<file path="config.mk">
export PLATFORM = sky130hd
export DESIGN_NAME = fb_branch_predictor
export DESIGN_NICKNAME = d
export VERILOG_FILES = /design/src/rtl/fb_defines.sv /design/src/rtl/fb_sat_counter.sv /design/src/rtl/fb_branch_predictor.sv
export SDC_FILE = /design/constraint.sdc
export NUM_CORES = 1
export LEC_CHECK = 0
export CAP_MARGIN = 20
export CORE_ASPECT_RATIO = 0.8
export CORE_MARGIN = 4
export CORE_UTILIZATION = 30
export DETAILED_ROUTE_END_ITERATION = 6
export PLACE_DENSITY = 0.54
export SLEW_MARGIN = 20
export SYNTH_ARGS = -nofsm -noshare
export SYNTH_HDL_FRONTEND = slang
export SYNTH_SLANG_ARGS = --single-unit
export TNS_END_PERCENT = 30
</file>
<file path="constraint.sdc">
create_clock -name clk -period 4.7 [get_ports clk]
set_clock_uncertainty 0.1 [all_clocks]
set_input_delay 0.94 -clock clk [delete_from_list [all_inputs] [get_ports clk]]
set_output_delay 0.94 -clock clk [all_outputs]
set_load 0.01 [all_outputs]
</file>
<file path="src/rtl/fb_defines.sv">
// fb_defines: shared Firebird constants (word size, opcodes, predictor FSM states)
package fb_defines;
    localparam int FB_32BITS = 32;
    localparam logic [6:0] FB_OP_JAL    = 7'b1101111;
    localparam logic [6:0] FB_OP_JALR   = 7'b1100111;
    localparam logic [6:0] FB_OP_BRANCH = 7'b1100011;
    typedef enum logic {FB_BP_INIT = 1'b0, FB_BP_RUN = 1'b1} fb_bp_state_t;
endpackage

</file>
<file path="src/rtl/fb_sat_counter.sv">
// fb_sat_counter: next value of a saturating up/down counter
module fb_sat_counter #(
    parameter int CNT_BITS = 2
) (
    input  logic [CNT_BITS-1:0] cnt,
    input  logic                inc,
    input  logic                dec,
    output logic [CNT_BITS-1:0] cnt_next
);
    always_comb cnt_next = inc ? (&cnt ? cnt : cnt + CNT_BITS'(1))
                         : dec ? (|cnt ? cnt - CNT_BITS'(1) : cnt) : cnt;
endmodule

</file>
<file path="src/rtl/fb_branch_predictor.sv">
// fb_branch_predictor: BHT next-PC predictor with training and mispredict flush; FB_PRED_PERF_EN adds perf counters
module fb_branch_predictor
    import fb_defines::*;
#(
    parameter int XLEN      = FB_32BITS,
    parameter int BHT_DEPTH = 64,
    parameter int CNT_BITS  = 2,
    parameter int CNT_INIT  = 1
) (
    input  logic                 clk,
    input  logic                 rst_n,
    input  logic [XLEN-1:0]      if_pc,
    input  logic [FB_32BITS-1:0] if_inst,
    input  logic [XLEN-1:0]      if_imm,
    input  logic [XLEN-1:0]      if_rs1_data,
    output logic                 pc_src,
    output logic [XLEN-1:0]      predict_pc,
    output logic                 pred_taken,
    output logic                 pred_ready,
    input  logic                 ex_valid,
    input  logic                 ex_is_branch,
    input  logic [XLEN-1:0]      ex_pc,
    input  logic                 ex_taken,
    input  logic [XLEN-1:0]      ex_target,
    input  logic                 ex_pred_taken,
    output logic                 address_src,
    output logic [XLEN-1:0]      predict_err_pc,
    output logic                 register_rst
`ifdef FB_PRED_PERF_EN
    ,
    output logic [31:0]          perf_branches,
    output logic [31:0]          perf_mispredicts
`endif
);
    localparam int IDX = $clog2(BHT_DEPTH);

    fb_bp_state_t        state;
    logic [IDX-1:0]      idx;
    logic [CNT_BITS-1:0] bht [BHT_DEPTH];
    logic [CNT_BITS-1:0] cnt_next;
    logic [IDX-1:0]      ex_idx;
    logic                is_jal, is_jalr, is_br, resolve, mis, unused;

    assign unused = &{1'b0, if_inst[31:7]};

    always_comb begin
        is_jal         = if_inst[6:0] == FB_OP_JAL;
        is_jalr        = if_inst[6:0] == FB_OP_JALR;
        is_br          = if_inst[6:0] == FB_OP_BRANCH;
        pc_src         = is_jal | is_jalr | is_br;
        pred_ready     = state == FB_BP_RUN;
        pred_taken     = (is_br && pred_ready) ? bht[if_pc[IDX-1:0]][CNT_BITS-1] : is_jal | is_jalr;
        predict_pc     = (is_jal || (is_br && pred_taken)) ? if_pc + if_imm
                       : is_jalr ? (if_rs1_data + if_imm) & ~XLEN'(1) : if_pc + XLEN'(1);
        resolve        = ex_valid & ex_is_branch;
        mis            = resolve & (ex_taken != ex_pred_taken);
        address_src    = mis;
        register_rst   = mis;
        predict_err_pc = ex_taken ? ex_target : ex_pc + XLEN'(1);
        ex_idx         = ex_pc[IDX-1:0];
    end

    fb_sat_counter #(.CNT_BITS(CNT_BITS)) u_cnt (
        .cnt      (bht[ex_idx]),
        .inc      (ex_taken),
        .dec      (~ex_taken),
        .cnt_next (cnt_next)
    );

    // The table is cleared by sweeping idx rather than by reset, so it maps onto RAM
    always_ff @(posedge clk) begin
        if (!rst_n) begin
            state <= FB_BP_INIT;
            idx   <= '0;
        end else if (state == FB_BP_INIT) begin
            bht[idx] <= CNT_BITS'(CNT_INIT);
            idx      <= idx + IDX'(1);
            if (idx == IDX'(BHT_DEPTH - 1)) state <= FB_BP_RUN;
        end else if (resolve) begin
            bht[ex_idx] <= cnt_next;
        end
    end

`ifdef FB_PRED_PERF_EN
    always_ff @(posedge clk) begin
        if (!rst_n) begin
            perf_branches    <= '0;
            perf_mispredicts <= '0;
        end else begin
            if (resolve && perf_branches != '1) perf_branches <= perf_branches + 32'd1;
            if (mis && perf_mispredicts != '1) perf_mispredicts <= perf_mispredicts + 32'd1;
        end
    end
`endif
endmodule

</file>
==> results of run 1 <==
## synthesized netlist by cell type, types with 17 or more instances
library cell,n
edfxtp_1,128
and3_1,21
ha_1,64
mux4_2,47
o21ai_0,75
nor2_1,129
a21o_1,36
o211ai_1,22
clkbuf_1,36
nand4_1,17
nand2_1,134
inv_1,21
xnor2_1,58
xor2_1,62
mux2i_1,26
nand3_1,54
a21oi_1,59
## state kept, by name, summed over array words and instances, names as in the netlist
signal      count
pred_ready      1
bht           128
idx             6
## kinds of logic after synthesis
logic type,after synthesis,synth area share [%]
AND/OR/NAND/NOR,423,16.6
AO/OA/AOI/OAI,320,18.0
flip-flops,135,34.3
XOR/XNOR,120,9.04
buffers and inverters,81,3.24
multiplexers,75,11.5
adder cells (fa/ha/maj),67,7.32
## area by class of cell
class / instances / area, sq um
fill: 3591 / 20400
multi-input combinational: 1005 / 8030
timing repair buffer: 525 / 4580
sequential: 135 / 3980
tap: 495 / 619
clock buffer: 19 / 433
clock inverter: 12 / 131
inverter: 21 / 78.8
## what timing repair did
| item | 4_1_cts | 5_1_grt |
|---|---|---|
| gates cloned | 4 | 0 |
| buffers inserted | 15 | 4 |
| pin swaps | 54 | 47 |
| gates resized for setup | 280 | 84 |
| setup endpoints to repair | 34 | 38 |
## metal layers
layer / GRT usage, % / vias up
met5: 0 / -
met3: 4.00 / 24
met1: 29.4 / 5567
met4: 1.98 / 0
met2: 30.2 / 389
li1: - / 5610
## cells in the final DEF, fill, tap and decap left out, types with 9 or more instances in the layout
cell type,count
o211ai_1,22
and2_1,12
nor2_1,125
a21oi_1,50
and3_1,19
ha_4,26
clkdlybuf4s50_1,146
xor2_1,62
o221ai_1,9
nand2_1,132
o21a_1,13
nand3_1,53
buf_2,30
o22ai_1,12
a21o_1,36
nand4_1,17
inv_1,21
edfxtp_1,128
clkbuf_16,17
dlymetal6s2s_1,13
o21ai_0,58
buf_4,263
mux2i_1,24
ha_1,35
clkbuf_2,11
o21ai_2,9
buf_12,11
mux4_2,47
nand2b_1,9
xnor2_1,58
o21ai_1,19
nor3_1,14
dlygate4sd2_1,37
## worst max-delay path: cells and delay by family
family                   cells  cell delay [ns]
buffers and inverters        5             0.97
AO/OA/AOI/OAI                6             0.93
AND/OR/NAND/NOR              2             0.53
adder cells (fa/ha/maj)      1             0.26
## worst max-delay path by stage
stage	start	end	slack, ns	cells after the start
after floorplan	ex_pc[3]	bht[0][1]	-0.07	10
after global placement	if_imm[1]	predict_pc[26]	-0.91	13
after detailed placement	if_imm[1]	predict_pc[26]	-0.91	13
after CTS	if_pc[1]	predict_pc[7]	-0.01	13
after global routing	if_rs1_data[0]	predict_pc[28]	-0.06	15
final	if_imm[4]	predict_pc[26]	0.009	14
## power groups by stage
stage	registers, mW	clock network (mW)	logic [mW]
2_1_floorplan	1.33	0	0.585
3_3_place_gp	1.33	0	1.22
3_5_place_dp	1.33	0	1.22
4_1_cts	1.31	1.28	1.29
5_1_grt	1.31	1.34	1.44
6_report	1.31	1.27	1.34
## per-stage QoR
| stage | utilization [%] | setup slack (ns) | std cells |
|---|---|---|---|
| final | 46.7 | 0.00940 | 2212 |
| after global routing | 46.7 | -0.0556 | 2212 |
| after CTS | 45.9 | -0.0137 | 2210 |
| after detailed placement | 42.9 | -0.914 | 2160 |
| after global placement | 42.9 | -0.911 | 2160 |
| after floorplan | - | -0.0661 | 1221 |
==> run_results.csv, run 1 <==
group,metric,value,unit
power_and_ir_drop,swShare,29.0,%
yosys,synth.avg_cell_area,9.53,sq um
yosys,ys_ff_latch,135,
clock_network,clock_latency,0.41,ns
grt,gr-total-overflow,0,
clock_network,clock-sinks,135,
yosys,synth_top_area_cell,"edfxtp_1",
critical_path,r2r_end,"bht[11][0]",
power_and_ir_drop,internal_power,2.78,mW
yosys,yosysSeqAreaShare,34.3,%
yosys,synthArstFlopShare,0,%
critical_path,path_cells,"dlygate4sd2_1, buf_4, ha_4, a21oi_1, nor2b_2, o32ai_2, buf_4, o22ai_1, o21ai_2, buf_4, o311a_1, or3_1, a31oi_2, buf_2",
critical_path,cp-start-kind,"input pin",
sta,max_freq,213,MHz
clock_network,cts_buffers,17,
sta,worst_pin_slew,0.873,ns
placed_design,place_congestion,0.938,
sta,fin_tns_setup,0,ns
yosys,synth_top_area_share,33.0,%
power_and_ir_drop,p_total,3.91,mW
floorplan,io_pins,267,
critical_path,rr_startpoint,"bht[51][1]",
critical_path,crit_top_cell,"buf_4",
critical_path,crit_path_max_incr_delay,0.32,ns
sta,slew_headroom,41.6,%
placed_design,hpwl,33300,um
routing,dr_wl_met3,2820,um
routing,viasPerCell,5.24,
cells_and_area,drive_gt1_share,29.6,%
power_and_ir_drop,combPwrFrac,34.2,%
floorplan,core-area,0.0383,sq mm
clock_network,root_buffer,"clkbuf_16",
grt,grt_pass1_wl,65200,um
clock_network,cts_tree,"done",
clock_network,clockBufferDepth,2,
power_and_ir_drop,pwr-share-seq,33.4,%
power_and_ir_drop,power_density,219,mW/mm^2
clock_network,clk_pin_slew,0.05,ns
yosys,synth_cell_types,71,
yosys,synth_fp_nets,1485,
clock_network,htree_levels,4,
routing,dr.max_layer_used,"met4",
sta,period_needed,4.69,ns
floorplan,initial_core_util,30.4,%
clock_network,cts_hold_buffers,0,
power_and_ir_drop,vdd_drop_max,0.000198,V
yosys,yosys_warnings,0,
min_path,hold_path_class,"reg -> reg",
grt,grt_start_max_net_pins,54,
routing,initialDrtViolationCount,972,
min_path,hold_end,"idx[5]",
sta,slew_violations,0,
yosys,synth_edf_count,128,
cells_and_area,antenna_cells_inserted,0,
routing,wirelength,43000,um
sta,whs,0.453,ns
critical_path,critPathCaptureType,"output port",
sta,rsz0062_at_grt,"true",
routing,routedWlPerCell,19.4,um
grt,grt_pass1_vias,11300,
job,drv_cap,0,
sta,timing_hold_violations_final,0,
routing,antenna_left,0,
sta,period_share,99.8,%
critical_path,required,3.66,ns
critical_path,ff2ff_path_depth,7,
floorplan,die_x,228,um
yosys,synth_area_leaders,"edfxtp_1 33%, mux4_2 9.1%, ha_1 6.9%",
floorplan,die_area,0.0420,sq mm
power_and_ir_drop,switchingPower,1.13,mW
status,outcome,"complete, no violations",
yosys,synth_top_flop_cell,"edfxtp_1",
min_path,hold_path_startpoint,"idx[5]",
critical_path,reg2reg_slack,1.62,ns
min_path,whs_path_depth,2,
routing,wl_met1,21400,um
power_and_ir_drop,p_leak,7.20,nW
yosys,synth_area,0.0116,sq mm
cells_and_area,nets,1969,
power_and_ir_drop,p_clk_share,32.4,%
yosys,synthCells,1221,
placed_design,io_buffers,241,
grt,grtUsageTotal,19.5,%
sta,setup_viol,0,
routing,route.met2.wl,18500,um
cells_and_area,syn_to_final_growth,53.6,%
critical_path,path_class,"in -> out",
cells_and_area,design_area,0.0179,sq mm
placed_design,dpl_cell_area,0.0164,sq mm
routing,dr.pass1.iters,5,
routing,drc,0,
floorplan,placementRows,64,
critical_path,worst_path_max_delay_cell,"or3_1",
floorplan,die_y,184,um
critical_path,arrival,3.65,ns
routing,vias,11600,
grt,grt_antenna_before_repair,0,
critical_path,worstPathMaxFanout,3,
No activity file was read; power rests on OpenSTA's default activity.
==> run 2: changes to the inputs <==
PLACE_DENSITY = unset   (was 0.54)
PLACE_DENSITY_LB_ADDON = 0.2   (was unset)
==> run 2 against run 1 <==
Against the previous run:
- utilization up 0.67 points
- die area unchanged
- combinational power about the same
- cell area up 1.4%
- flip-flop and latch count unchanged
- non-clock buffer count up 14
- hold slack about the same
- maximum frequency up 0.96%
- critical path depth down 1
- power up 1.6%
- highest routed layer is now met5
==> run_results.csv, run 2 (synthesized netlist as in run 1, its figures left out) <==
group,metric,value,unit
status,outcome,"complete, no violations",
sta,setup_slack,0.0539,ns
cells_and_area,nets,1983,
floorplan,die_x,228,um
critical_path,worstPathMaxFanout,9,
placed_design,dp_slack,-1.04,ns
grt,grt_antenna_before_repair,2,
placed_design,hpwl,34200,um
routing,initialDrtViolationCount,1027,
routing,wl_met1,21100,um
critical_path,ff2ff_path_depth,6,
critical_path,cp-start-kind,"input pin",
power_and_ir_drop,power_density,219,mW/mm^2
sta,max_freq,215,MHz
routing,antenna_left,0,
floorplan,core-area,0.0383,sq mm
critical_path,endpoint,"predict_pc[3]",
placed_design,place_congestion,0.934,
clock_network,clockBufferDepth,2,
cells_and_area,design_area,0.0181,sq mm
floorplan,placementRows,64,
power_and_ir_drop,vdd_drop_max,0.000256,V
critical_path,required,3.66,ns
critical_path,arrival,3.61,ns
sta,slew_violations,0,
routing,dr.max_layer_used,"met5",
sta,rsz0062_at_grt,"true",
sta,fin_tns_setup,0,ns
cells_and_area,final_cell_mix,"276 x buf_4, 151 x clkdlybuf4s50_1, 133 x nand2_1",
floorplan,die_area,0.0420,sq mm
power_and_ir_drop,combPwrFrac,34.3,%
clock_network,cts_tree,"done",
placed_design,io_buffers,241,
critical_path,worst_path_max_delay_cell,"mux4_2",
cells_and_area,antenna_cells_inserted,0,
job,drv_cap,0,
grt,grtUsageTotal,20.0,%
sta,timing_hold_violations_final,0,
clock_network,cts_buffers,17,
floorplan,initial_core_util,30.4,%
grt,grt_pass1_wl,66500,um
sta,worst_pin_slew,0.692,ns
critical_path,critPathCaptureType,"output port",
critical_path,rr_startpoint,"bht[59][1]",
routing,dr_wl_met3,3330,um
power_and_ir_drop,p_leak,7.38,nW
cells_and_area,syn_to_final_growth,55.8,%
critical_path,r2r_end,"bht[24][0]",
routing,dr.pass1.iters,5,
critical_path,crit_path_max_incr_delay,0.50,ns
power_and_ir_drop,internal_power,2.84,mW
power_and_ir_drop,switchingPower,1.14,mW
sta,period_needed,4.65,ns
min_path,hold_path_class,"reg -> reg",
sta,setup_viol,0,
sta,period_share,98.9,%
cells_and_area,largest_reg_flops,128,
clock_network,cts_hold_buffers,0,
routing,routedWlPerCell,19.8,um
grt,grt_pass1_vias,11700,
cells_and_area,final_common_cell,"buf_4",
placed_design,dpl_cell_area,0.0165,sq mm
routing,vias,11700,
cells_and_area,final_cells,2226,
power_and_ir_drop,swShare,28.6,%
clock_network,htree_levels,4,
sta,slew_headroom,53.9,%
clock_network,clock_latency,0.42,ns
cells_and_area,drive_gt1_share,31.7,%
floorplan,die_y,184,um
floorplan,io_pins,267,
routing,drc,0,
clock_network,clk_pin_slew,0.06,ns
routing,route.met2.wl,19100,um
grt,gr-total-overflow,0,
grt,grt_start_max_net_pins,50,
placed_design,dp_cells,2164,
critical_path,path_cells,"buf_6, buf_12, mux4_2, mux4_2, o211ai_1, nand2_2, a21oi_4, buf_6, buf_12, clkbuf_16, o211ai_1, o21ai_0, clkbuf_2",
critical_path,crit_path_start,"if_pc[0]",
critical_path,reg2reg_slack,1.65,ns
power_and_ir_drop,p_clk_share,32.8,%
routing,viasPerCell,5.27,
power_and_ir_drop,pwr-share-seq,32.9,%
routing,wirelength,44000,um
cells_and_area,regMostFlops,"bht",
clock_network,root_buffer,"clkbuf_16",
critical_path,path_class,"in -> out",
clock_network,clock-sinks,135,
-- run 2: cell count changes in the layout (fill, tap and decap cells not counted), sizes merged --
cell,previous run,this run
clkinvlp,2,1
bufbuf,1,0
dlymetal6s2s,13,24
buf,315,320
clkbuf,30,40
clkdlybuf4s15,2,3
dlygate4sd2,37,21
clkdlybuf4s50,146,151
clkinv,8,7
bufinv,2,3
-- run 2: how the worst min path moves through the flow --
stage           start      to  depth (start not counted)
2_1_floorplan  idx[5]  idx[5]                          2
3_3_place_gp   idx[5]  idx[5]                          2
3_5_place_dp   idx[5]  idx[5]                          2
4_1_cts        idx[5]  idx[5]                          2
5_1_grt        idx[5]  idx[5]                          2
6_report       idx[5]  idx[5]                          2
-- run 2: worst max-delay path: cells and delay by family --
kind            cells  cell delay, ns
mux                 2            1.00
buf+inv             6            0.82
compound gates      4            0.68
simple gates        1            0.13
-- run 2: area by class of cell --
type / instances / area [sq um]
Clock buffer: 20 / 437
Clock inverter: 11 / 133
Fill cell: 3656 / 20200
Inverter: 21 / 78.8
Multi-Input combinational cell: 1005 / 8170
Sequential cell: 135 / 3980
Tap cell: 495 / 619
Timing Repair Buffer: 539 / 4700
-- run 2: layer usage --
metal | vias up | global-route usage (%)
li1 | 5641 | -
met5 | - | 0
met4 | 4 | 3.13
met1 | 5632 | 29.0
met3 | 37 | 5.32
met2 | 425 | 30.6
-- run 2: power by group through the flow --
stage | clock (mW) | combinational, mW | sequential [mW]
after global placement | 0 | 1.21 | 1.33
after global routing | 1.38 | 1.46 | 1.31
after detailed placement | 0 | 1.21 | 1.33
after floorplan | 0 | 0.585 | 1.33
final | 1.30 | 1.36 | 1.31
after CTS | 1.32 | 1.30 | 1.31
-- run 2: per-stage QoR --
stage / power, mW / hold slack, ns / util, %
after global routing: 4.15 / 0.467 / 47.3
final: 3.97 / 0.453 / 47.3
after floorplan: 1.91 / 0.386 / -
after CTS: 3.93 / 0.446 / 46.2
after global placement: 2.54 / 0.419 / 42.9
after detailed placement: 2.54 / 0.441 / 43.0
-- run 2: what timing repair did --
action,4_1_cts,5_1_grt
pin swaps,48,55
endpoints found under the setup margin,41,40
gates resized for setup,237,154
setup buffers,16,13
cloned,2,2
==> run 3: changes to the inputs <==
CORE_MARGIN = unset   (was 4)
==> run 3 against run 2 <==
Against the previous run:
- wire length decreased by 3.4%
- hold slack got worse by 0.0048 ns
- utilization decreased by 0.51 points
- combinational power about the same
- critical endpoint is now predict_pc[29]
- first-iteration DRC count decreased by 18%
- setup slack got worse by 0.15 ns
- highest routed layer is now met4
- final cell count decreased by 0.49%
- non-clock buffer count decreased by 11
- clock power about the same
- the run now ends with negative setup slack left
- sequential share of layout area increased by 0.28 points
==> run_results.csv, run 3 (synthesized netlist as in run 1, its figures left out) <==
group,metric,value,unit
status,outcome,"complete, but fails checks",
status,violations,"negative setup slack",
sta,timing_hold_violations_final,0,
cells_and_area,drive_gt1_share,29.8,%
floorplan,core-area,0.0382,sq mm
routing,wirelength,42500,um
power_and_ir_drop,p_total,3.98,mW
clock_network,root_buffer,"clkbuf_16",
cells_and_area,syn_to_final_growth,53.8,%
sta,slew_headroom,60.0,%
sta,setup_viol,12,
cells_and_area,largest_reg_flops,128,
clock_network,clock_latency,0.42,ns
min_path,hold_path_class,"reg -> reg",
routing,antenna_left,0,
placed_design,io_buffers,241,
clock_network,cts_hold_buffers,0,
power_and_ir_drop,switchingPower,1.15,mW
power_and_ir_drop,internal_power,2.82,mW
clock_network,clock-sinks,135,
floorplan,die_y,178,um
floorplan,io_pins,267,
critical_path,arrival,3.76,ns
clock_network,cts_buffers,17,
power_and_ir_drop,pwr-share-seq,32.9,%
sta,period_needed,4.80,ns
grt,grt_pass1_vias,11400,
clock_network,htree_levels,4,
grt,gr-max-usage-layer,"met2",
clock_network,clockBufferDepth,2,
grt,grt_antenna_before_repair,0,
floorplan,placementRows,64,
routing,routedWlPerCell,19.2,um
critical_path,required,3.66,ns
grt,grt_util_met2,33.8,%
power_and_ir_drop,vdd_drop_max,0.000244,V
clock_network,clk_pin_slew,0.06,ns
routing,initialDrtViolationCount,838,
floorplan,die_area,0.0396,sq mm
power_and_ir_drop,combPwrFrac,33.8,%
grt,gr-total-overflow,0,
grt,grtUsageTotal,21.1,%
power_and_ir_drop,p_clk_share,33.3,%
routing,drc,0,
cells_and_area,final_cell_mix,"268 x buf_4, 149 x clkdlybuf4s50_1, 132 x nand2_1",
job,drv_cap,0,
placed_design,place_congestion,0.893,
grt,grt_start_max_net_pins,41,
grt,grtUsageMet1,29.9,%
placed_design,dp_cells,2151,
cells_and_area,regMostFlops,"bht",
cells_and_area,final_cells,2215,
critical_path,path_class,"in -> out",
sta,setup_slack,-0.0991,ns
placed_design,dpl_cell_area,0.0164,sq mm
cells_and_area,antenna_cells_inserted,0,
clock_network,cts_tree,"done",
grt,globalRouteMet3Util,4.33,%
routing,viasPerCell,5.26,
power_and_ir_drop,power_density,222,mW/mm^2
routing,vias,11600,
power_and_ir_drop,p_leak,7.21,nW
critical_path,worstPathMaxFanout,6,
sta,rsz0062_at_grt,"true",
cells_and_area,regArea,0.00398,sq mm
sta,slew_violations,0,
power_and_ir_drop,swShare,28.9,%
cells_and_area,multi_input_area,0.00799,sq mm
sta,max_freq,208,MHz
sta,worst_pin_slew,0.600,ns
grt,grt_pass1_wl,64600,um
cells_and_area,nets,1972,
sta,period_share,102,%
cells_and_area,final_common_cell,"buf_4",
floorplan,die_x,222,um
routing,dr.pass1.iters,5,
cells_and_area,nFillCells,3626,
critical_path,critPathCaptureType,"output port",
cells_and_area,design_area,0.0179,sq mm
floorplan,initial_core_util,30.5,%
placed_design,hpwl,32400,um
critical_path,cp-start-kind,"input pin",
-- run 3: cell types whose count changed in the layout (fill, tap and decap cells not counted), moves of 6 or more --
cell,delta
buf_4,-8
a21oi_1,+8
clkbuf_2,-8
ha_1,+6
dlymetal6s2s_1,-11
dlygate4sd2_1,+19
-- run 3: per-stage QoR --
| stage | util [%] | setup WS, ns | setup TNS [ns] | hold slack [ns] |
|---|---|---|---|---|
| 2_1_floorplan | - | -0.0661 | -4.23 | 0.386 |
| 3_3_place_gp | 42.9 | -0.982 | -28.19 | 0.425 |
| 3_5_place_dp | 42.9 | -0.967 | -28.48 | 0.438 |
| 4_1_cts | 46.2 | -0.0776 | -0.0884 | 0.445 |
| 5_1_grt | 46.8 | -0.164 | -1.47 | 0.462 |
| 6_report | 46.8 | -0.0991 | -0.390 | 0.448 |
-- run 3: power groups by stage --
stage | combinational, mW | sequential, mW | clock, mW
floorplan | 0.585 | 1.33 | 0
global placement | 1.22 | 1.33 | 0
detailed placement | 1.22 | 1.33 | 0
CTS | 1.30 | 1.31 | 1.33
global route | 1.45 | 1.31 | 1.39
finish | 1.34 | 1.31 | 1.32
-- run 3: cell type report --
cell class	instances	share of cell area, %
Tap cell	495	3.46
Timing Repair Buffer	528	25.9
Clock buffer	17	2.38
Inverter	21	0.441
Clock inverter	14	0.888
Multi-Input combinational cell	1005	44.7
Sequential cell	135	22.3
-- run 3: worst paths after layout --
path,start,end,slack (ns),cells after the start
setup / recovery,if_pc[0],predict_pc[29],-0.1,14
hold / removal,idx[5],idx[5],0.45,2
setup reg to reg,bht[55][1],bht[32][0],1.65,6
hold reg to reg,idx[5],idx[5],0.45,2
-- run 3: critical path, cell delays in order --
cell     delay (ns)
buf_12         0.11
buf_12         0.12
buf_16         0.13
buf_4          0.13
mux4_2         0.40
mux4_2         0.53
o21ai_4        0.20
nand2_2        0.08
a21oi_4        0.25
buf_4          0.17
buf_6          0.12
buf_16         0.14
mux2i_2        0.23
buf_2          0.19
-- run 3: what timing repair did --
action | CTS | global route
resized for setup | 268 | 75
endpoints found under the setup margin | 40 | 41
gates cloned | 4 | 1
pin swaps | 40 | 38
buffers inserted | 25 | 6
-- run 3: routing by layer --
layer | vias to the layer above | wire length, um
met5 | - | 0
met1 | 5562 | 20000
li1 | 5604 | -
met3 | 31 | 3020
met2 | 445 | 19100
met4 | 0 | 374
